### src/rtl/dmem_byte_seq_ctrl_if.sv
// Bus between the MEM stage plus byte-wide data memory (master side)
// and the word-to-byte sequencing controller (slave side).
interface dmem_byte_seq_ctrl_if #(
    parameter int ADDR_W = 32,
    parameter int DATA_W = 32
);
    logic              rd_req;
    logic              wr_req;
    logic [ADDR_W-1:0] addr;
    logic [DATA_W-1:0] wdata;
    logic [DATA_W-1:0] rdata;
    logic              ready;
    logic [ADDR_W-1:0] mem_addr;
    logic [7:0]        mem_wdata;
    logic              mem_we;
    logic              mem_re;
    logic [7:0]        mem_rdata;

    modport master (
        output rd_req, wr_req, addr, wdata, mem_rdata,
        input  rdata, ready, mem_addr, mem_wdata, mem_we, mem_re
    );

    modport slave (
        input  rd_req, wr_req, addr, wdata, mem_rdata,
        output rdata, ready, mem_addr, mem_wdata, mem_we, mem_re
    );
endinterface

### src/rtl/dmem_byte_seq_ctrl.sv
// Splits one 32-bit word access into four big-endian byte beats on a
// byte-wide memory port, holding ready low until the word is complete.
module dmem_byte_seq_ctrl #(
    parameter int ADDR_W    = 32,
    parameter int DATA_W    = 32,
    parameter int BEAT_WAIT = 0
) (
    input logic                 clk,
    input logic                 rst,
    dmem_byte_seq_ctrl_if.slave bus
);
    typedef enum logic [1:0] {IDLE, XFER, DONE} state_t;

    localparam logic [2:0] WAIT_MAX = 3'(BEAT_WAIT);

    state_t            state;
    state_t            state_next;
    logic [1:0]        beat;
    logic [2:0]        wait_cnt;
    logic [ADDR_W-1:0] base;
    logic [DATA_W-1:0] wdata_lat;
    logic              op_wr;
    logic [DATA_W-1:0] shadow;
    logic [DATA_W-1:0] shadow_next;
    logic [DATA_W-1:0] rdata_q;
    logic              beat_done;
    logic [7:0]        wbyte;
    logic              ready_c;
    logic [ADDR_W-1:0] mem_addr_c;
    logic [7:0]        mem_wdata_c;
    logic              mem_we_c;
    logic              mem_re_c;

    // Beat 0 carries the most significant byte (big-endian).
    always_comb begin
        wbyte = 8'h00;
        case (beat)
            2'd0: wbyte = wdata_lat[31:24];
            2'd1: wbyte = wdata_lat[23:16];
            2'd2: wbyte = wdata_lat[15:8];
            default: wbyte = wdata_lat[7:0];
        endcase
    end

    always_comb begin
        state_next  = state;
        ready_c     = 1'b0;
        mem_addr_c  = '0;
        mem_wdata_c = 8'h00;
        mem_we_c    = 1'b0;
        mem_re_c    = 1'b0;
        shadow_next = shadow;
        beat_done   = (wait_cnt == WAIT_MAX);
        case (state)
            IDLE: begin
                ready_c = ~(bus.rd_req | bus.wr_req);
                if (bus.rd_req | bus.wr_req) state_next = XFER;
            end
            XFER: begin
                mem_addr_c = base + ADDR_W'(beat);
                if (op_wr) begin
                    mem_wdata_c = wbyte;
                    // Strobe only on the last wait cycle: one write per byte.
                    mem_we_c    = beat_done;
                end else begin
                    mem_re_c = 1'b1;
                    if (beat_done) begin
                        case (beat)
                            2'd0: shadow_next[31:24] = bus.mem_rdata;
                            2'd1: shadow_next[23:16] = bus.mem_rdata;
                            2'd2: shadow_next[15:8]  = bus.mem_rdata;
                            default: shadow_next[7:0] = bus.mem_rdata;
                        endcase
                    end
                end
                if (beat_done && beat == 2'd3) state_next = DONE;
            end
            DONE: begin
                ready_c    = 1'b1;
                state_next = IDLE;
            end
            default: state_next = IDLE;
        endcase
    end

    always_ff @(posedge clk or posedge rst) begin
        if (rst) begin
            state     <= IDLE;
            beat      <= 2'd0;
            wait_cnt  <= 3'd0;
            base      <= '0;
            wdata_lat <= '0;
            op_wr     <= 1'b0;
            shadow    <= '0;
            rdata_q   <= '0;
        end else begin
            state <= state_next;
            case (state)
                IDLE: begin
                    if (bus.rd_req | bus.wr_req) begin
                        // Low address bits are ignored so beats never leave the word.
                        base      <= bus.addr & ~ADDR_W'(3);
                        wdata_lat <= bus.wdata;
                        op_wr     <= bus.wr_req;
                        beat      <= 2'd0;
                        wait_cnt  <= 3'd0;
                    end
                end
                XFER: begin
                    shadow <= shadow_next;
                    if (beat_done) begin
                        wait_cnt <= 3'd0;
                        beat     <= beat + 2'd1;
                        if (beat == 2'd3 && !op_wr) rdata_q <= shadow_next;
                    end else begin
                        wait_cnt <= wait_cnt + 3'd1;
                    end
                end
                default: ;
            endcase
        end
    end

    assign bus.ready     = ready_c;
    assign bus.rdata     = rdata_q;
    assign bus.mem_addr  = mem_addr_c;
    assign bus.mem_wdata = mem_wdata_c;
    assign bus.mem_we    = mem_we_c;
    assign bus.mem_re    = mem_re_c;
endmodule

### src/flat_wrapper.sv
// flat-port wrapper written by rule: the top's interface ports become plain ports
module dmem_byte_seq_ctrl_flat 
#(
    parameter int ADDR_W    = 32,
    parameter int DATA_W    = 32,
    parameter int BEAT_WAIT = 0
)
  (clk, rst, bus_rd_req, bus_wr_req, bus_addr, bus_wdata, bus_mem_rdata, bus_rdata, bus_ready, bus_mem_addr, bus_mem_wdata, bus_mem_we, bus_mem_re);
  dmem_byte_seq_ctrl_if #(.ADDR_W(ADDR_W), .DATA_W(DATA_W)) bus_i ();
  input logic clk;
  input logic rst;
  input wire logic [$bits(bus_i.rd_req)-1:0] bus_rd_req;
  input wire logic [$bits(bus_i.wr_req)-1:0] bus_wr_req;
  input wire logic [$bits(bus_i.addr)-1:0] bus_addr;
  input wire logic [$bits(bus_i.wdata)-1:0] bus_wdata;
  input wire logic [$bits(bus_i.mem_rdata)-1:0] bus_mem_rdata;
  output wire logic [$bits(bus_i.rdata)-1:0] bus_rdata;
  output wire logic [$bits(bus_i.ready)-1:0] bus_ready;
  output wire logic [$bits(bus_i.mem_addr)-1:0] bus_mem_addr;
  output wire logic [$bits(bus_i.mem_wdata)-1:0] bus_mem_wdata;
  output wire logic [$bits(bus_i.mem_we)-1:0] bus_mem_we;
  output wire logic [$bits(bus_i.mem_re)-1:0] bus_mem_re;
  assign bus_i.rd_req = bus_rd_req;
  assign bus_i.wr_req = bus_wr_req;
  assign bus_i.addr = bus_addr;
  assign bus_i.wdata = bus_wdata;
  assign bus_i.mem_rdata = bus_mem_rdata;
  assign bus_rdata = bus_i.rdata;
  assign bus_ready = bus_i.ready;
  assign bus_mem_addr = bus_i.mem_addr;
  assign bus_mem_wdata = bus_i.mem_wdata;
  assign bus_mem_we = bus_i.mem_we;
  assign bus_mem_re = bus_i.mem_re;
  dmem_byte_seq_ctrl #(.ADDR_W(ADDR_W), .DATA_W(DATA_W), .BEAT_WAIT(BEAT_WAIT)) u_core (.clk(clk), .rst(rst), .bus(bus_i));
endmodule
### config.mk
export PLATFORM = sky130hd
export DESIGN_NAME = dmem_byte_seq_ctrl_flat
export DESIGN_NICKNAME = d
export VERILOG_FILES = /design/src/rtl/dmem_byte_seq_ctrl_if.sv /design/src/rtl/dmem_byte_seq_ctrl.sv /design/src/flat_wrapper.sv
export SDC_FILE = /design/constraint.sdc
export NUM_CORES = 1
export LEC_CHECK = 0
export ABC_AREA = 1
export CAP_MARGIN = 20
export CELL_PAD_IN_SITES_DETAIL_PLACEMENT = 0
export CELL_PAD_IN_SITES_GLOBAL_PLACEMENT = 2
export CORE_UTILIZATION = 29
export CTS_BUF_LIST = sky130_fd_sc_hd__clkbuf_4 sky130_fd_sc_hd__clkbuf_8
export DETAILED_ROUTE_END_ITERATION = 16
export PLACE_DENSITY = 0.83
export SETUP_SLACK_MARGIN = 0.15
export SYNTH_ARGS = -nofsm -noshare
export SYNTH_HDL_FRONTEND = slang
export SYNTH_SLANG_ARGS = --single-unit
### constraint.sdc
create_clock -name clk -period 4.7 [get_ports clk]
set_input_delay 0.705 -clock clk [delete_from_list [all_inputs] [get_ports clk]]
set_output_delay 0.705 -clock clk [all_outputs]
set_load 0.02 [all_outputs]
==> qor.yml <==
synth_top_area_share_pct: 53.0
drc_errors: 0
placedCellCount: 1198
cts_setup_buffers: 0
ctsResizeCount: 0
cts_tree: "built"
synth_cell_types: 21
final_hold_viol_count: 0
grt_pass1_vias: 5221
synthMuxAreaShare_pct: 0
dp_slack_ps: 1630
yosysWarnings: 0
synth_compound_area_share_pct: 4.82
cp.buffers_inverters: 2
grt_pass1_wl_um: 27600
cts_sinks: 134
die_x_um: 150
max_freq_ghz: 0.285
yosysSeqAreaShare_pct: 53.0
rsz0062_at_grt: "false"
grt_overflow_total: 0
rr_worst_depth: 7
io_buffers: 148
power_mw: 6.26
min_path_cells: 2
crit_cells: 6
synth_xor_area_share_pct: 0.138
final_cell_count_no_fill: 1230
r2r_start: "u_core.wait_cnt[0]$_DFFE_PP0P_"
path_max_fanout: 31
peakVddDrop_mv: 0.221
area_delta_synth_final_pct: 33.0
synth_top_cell_by_area: "dfrtp_1"
max_stage_delay_ps: 650
fp.coreArea_sq_um: 21200
synthAdderAreaFrac_pct: 1.38
setup_slack_ps: 1190
synth_simple_gate_area_share_pct: 31.2
outcome: "completed"
htreeDepth: 4
period_share_pct: 74.6
clockBufferDepth: 2
wl_per_cell_um: 14.0
wl_um: 17200
mostFrequentLayoutCell: "nand2_1"
dr.pass1.iters: 5
insertion_delay_ps: 450
fin_crit_ps: 3510
design_area_sq_um: 8420
antenna_found_initial: 0
syn_inst: 811
cts.root.buffer_cell: "clkbuf_8"
layout_common_cells: "nand2_1 (259), clkdlybuf4s50_1 (148), dfrtp_1 (134), nand3_1 (130), inv_1 (92)"
fin_tns_setup_ps: 0
worstHoldEndpoint: "u_core.wdata_lat[4]$_DFFE_PP0P_"
dpl_cell_area_sq_um: 7980
synth_seq_cells: 134
gp_congestion: 0.701
ff2ff_setup_slack_ps: 2190
drv_slew: 0
hold_class: "reg2reg"
numCtsBuffers: 17
synth.area.top_cells: "dfrtp_1 (53%), nand2_1 (15%), nand3_1 (10%), inv_1 (5.5%), nor2_1 (3.9%)"
die-area_sq_um: 22400
cp-end-kind: "output port"
layout.nets: 1025
drt-initial-drc-count: 368
num_rows: 53
grt_max_degree: 98
vias: 5447
clock_skew_ps: 14.4
crit_type: "reg2out"
post-dp-hpwl_um: 11200
worst_pin_slew_ps: 970
r2r_end: "u_core.bus.rdata[27]$_DFFE_PP0P_"
crit_chain: "inv_2 > nand2_2 > nor2_2 > o21ai_0 > a21oi_1 > clkdlybuf4s50_1"
syn_area_sq_um: 6330
synth_fp_nets: 894
path_delay_family: "simple AND/OR/NAND/NOR gates"
ant_nets: 0
syn_avg_cell_area_sq_um: 7.81
power_density_nw_per_um2: 743
slew_headroom_pct: 35.3
required_ps: 3990
cpMaxStageDelayCell: "clkdlybuf4s50_1"
synth_top_family_by_area: "simple AND/OR/NAND/NOR gates"
die_y_um: 150
pin_count: 151
grt_usage_pct: 16.1
power.leakage_nw: 4.27
critPathArrivalTime_ps: 2800
viasPerCell: 4.43
min_from: "u_core.wdata_lat[4]$_DFFE_PP0P_"
antenna_cells: 0
critPathLaunchType: "flip-flop"
drive_gt1_share_pct: 6.07
setup_viol: 0
clk_pin_slew_worst_paths_ps: 80
start_util_pct: 29.8
ctsHoldBuffers: 0
maxCapViolCount: 0
final cells by class:
type | count | area, sq um
tap | 275 | 344
fill | 2238 | 12800
inverter | 98 | 373
clock buffer | 21 | 277
timing repair buffer | 153 | 1520
clock inverter | 11 | 171
multi-input combinational | 538 | 2390
sequential | 134 | 3350
worst register-to-register path, delay by kind of cell (launching register included):
kind	cells	cell delay [ps]
buffers and inverters	2	640
DFF	1	390
adders and majority gates	1	210
and+or+nand+nor	4	1160
through the flow:
stage / hold WS [ps] / utilization [%]
floorplan: 437 / -
global placement: 449 / 37.6
global route: 489 / 39.7
CTS: 475 / 39.7
detailed placement: 454 / 37.6
finish: 473 / 39.7
sequential cells by signal, summed over array words and instances (netlist names):
signal	cells
u_core.op_wr	1
u_core.wdata_lat	32
u_core.wait_cnt	3
u_core.bus.rdata	32
u_core.beat	2
u_core.base	30
u_core.shadow	32
u_core.state	2
power breakdown:
group / internal (mW) / switching (mW)
Combinational: 1.24 / 1.94
Sequential: 1.71 / 0.266
Clock: 0.621 / 0.474
layer usage:
layer  GRT usage, %  up-vias  share of wire [%]  routed length (um)
met4           5.15        0                1.2                 205
met5              0        -                  0                   0
met1           22.0     2531                 48                8250
met3           3.66       15                5.0                 862
li1               -     2779                  -                   -
met2           25.3      122                 46                7850
cell usage after synthesis (all sizes together):
cell and instances:
dfrtp 134, nor2 72, o21ai 13, nor3 1
nand3 131, nand2 265, xor2 1, buf 32
a21oi 48, ha 7, inv 98, clkbuf 9
worst max path at each step:
stage	start	end	slack (ps)
6_report	u_core.state[1]$_DFFE_PP0P_	bus_mem_wdata[5]	1190
5_1_grt	u_core.state[1]$_DFFE_PP0P_	bus_mem_wdata[5]	1020
4_1_cts	u_core.state[1]$_DFFE_PP0P_	bus_mem_wdata[7]	1120
3_5_place_dp	bus_wr_req	bus_ready	1630
3_3_place_gp	bus_wr_req	bus_ready	1600
2_1_floorplan	rst	u_core.base[10]$_DFFE_PP0P_	410
kinds of logic after synthesis:
kind of cell	count (synthesis)
simple gates	469
compound gates	61
flops	134
xor+xnor	1
fa+ha+maj	7
buf+inv	139
(Power assumes the default switching activity.)
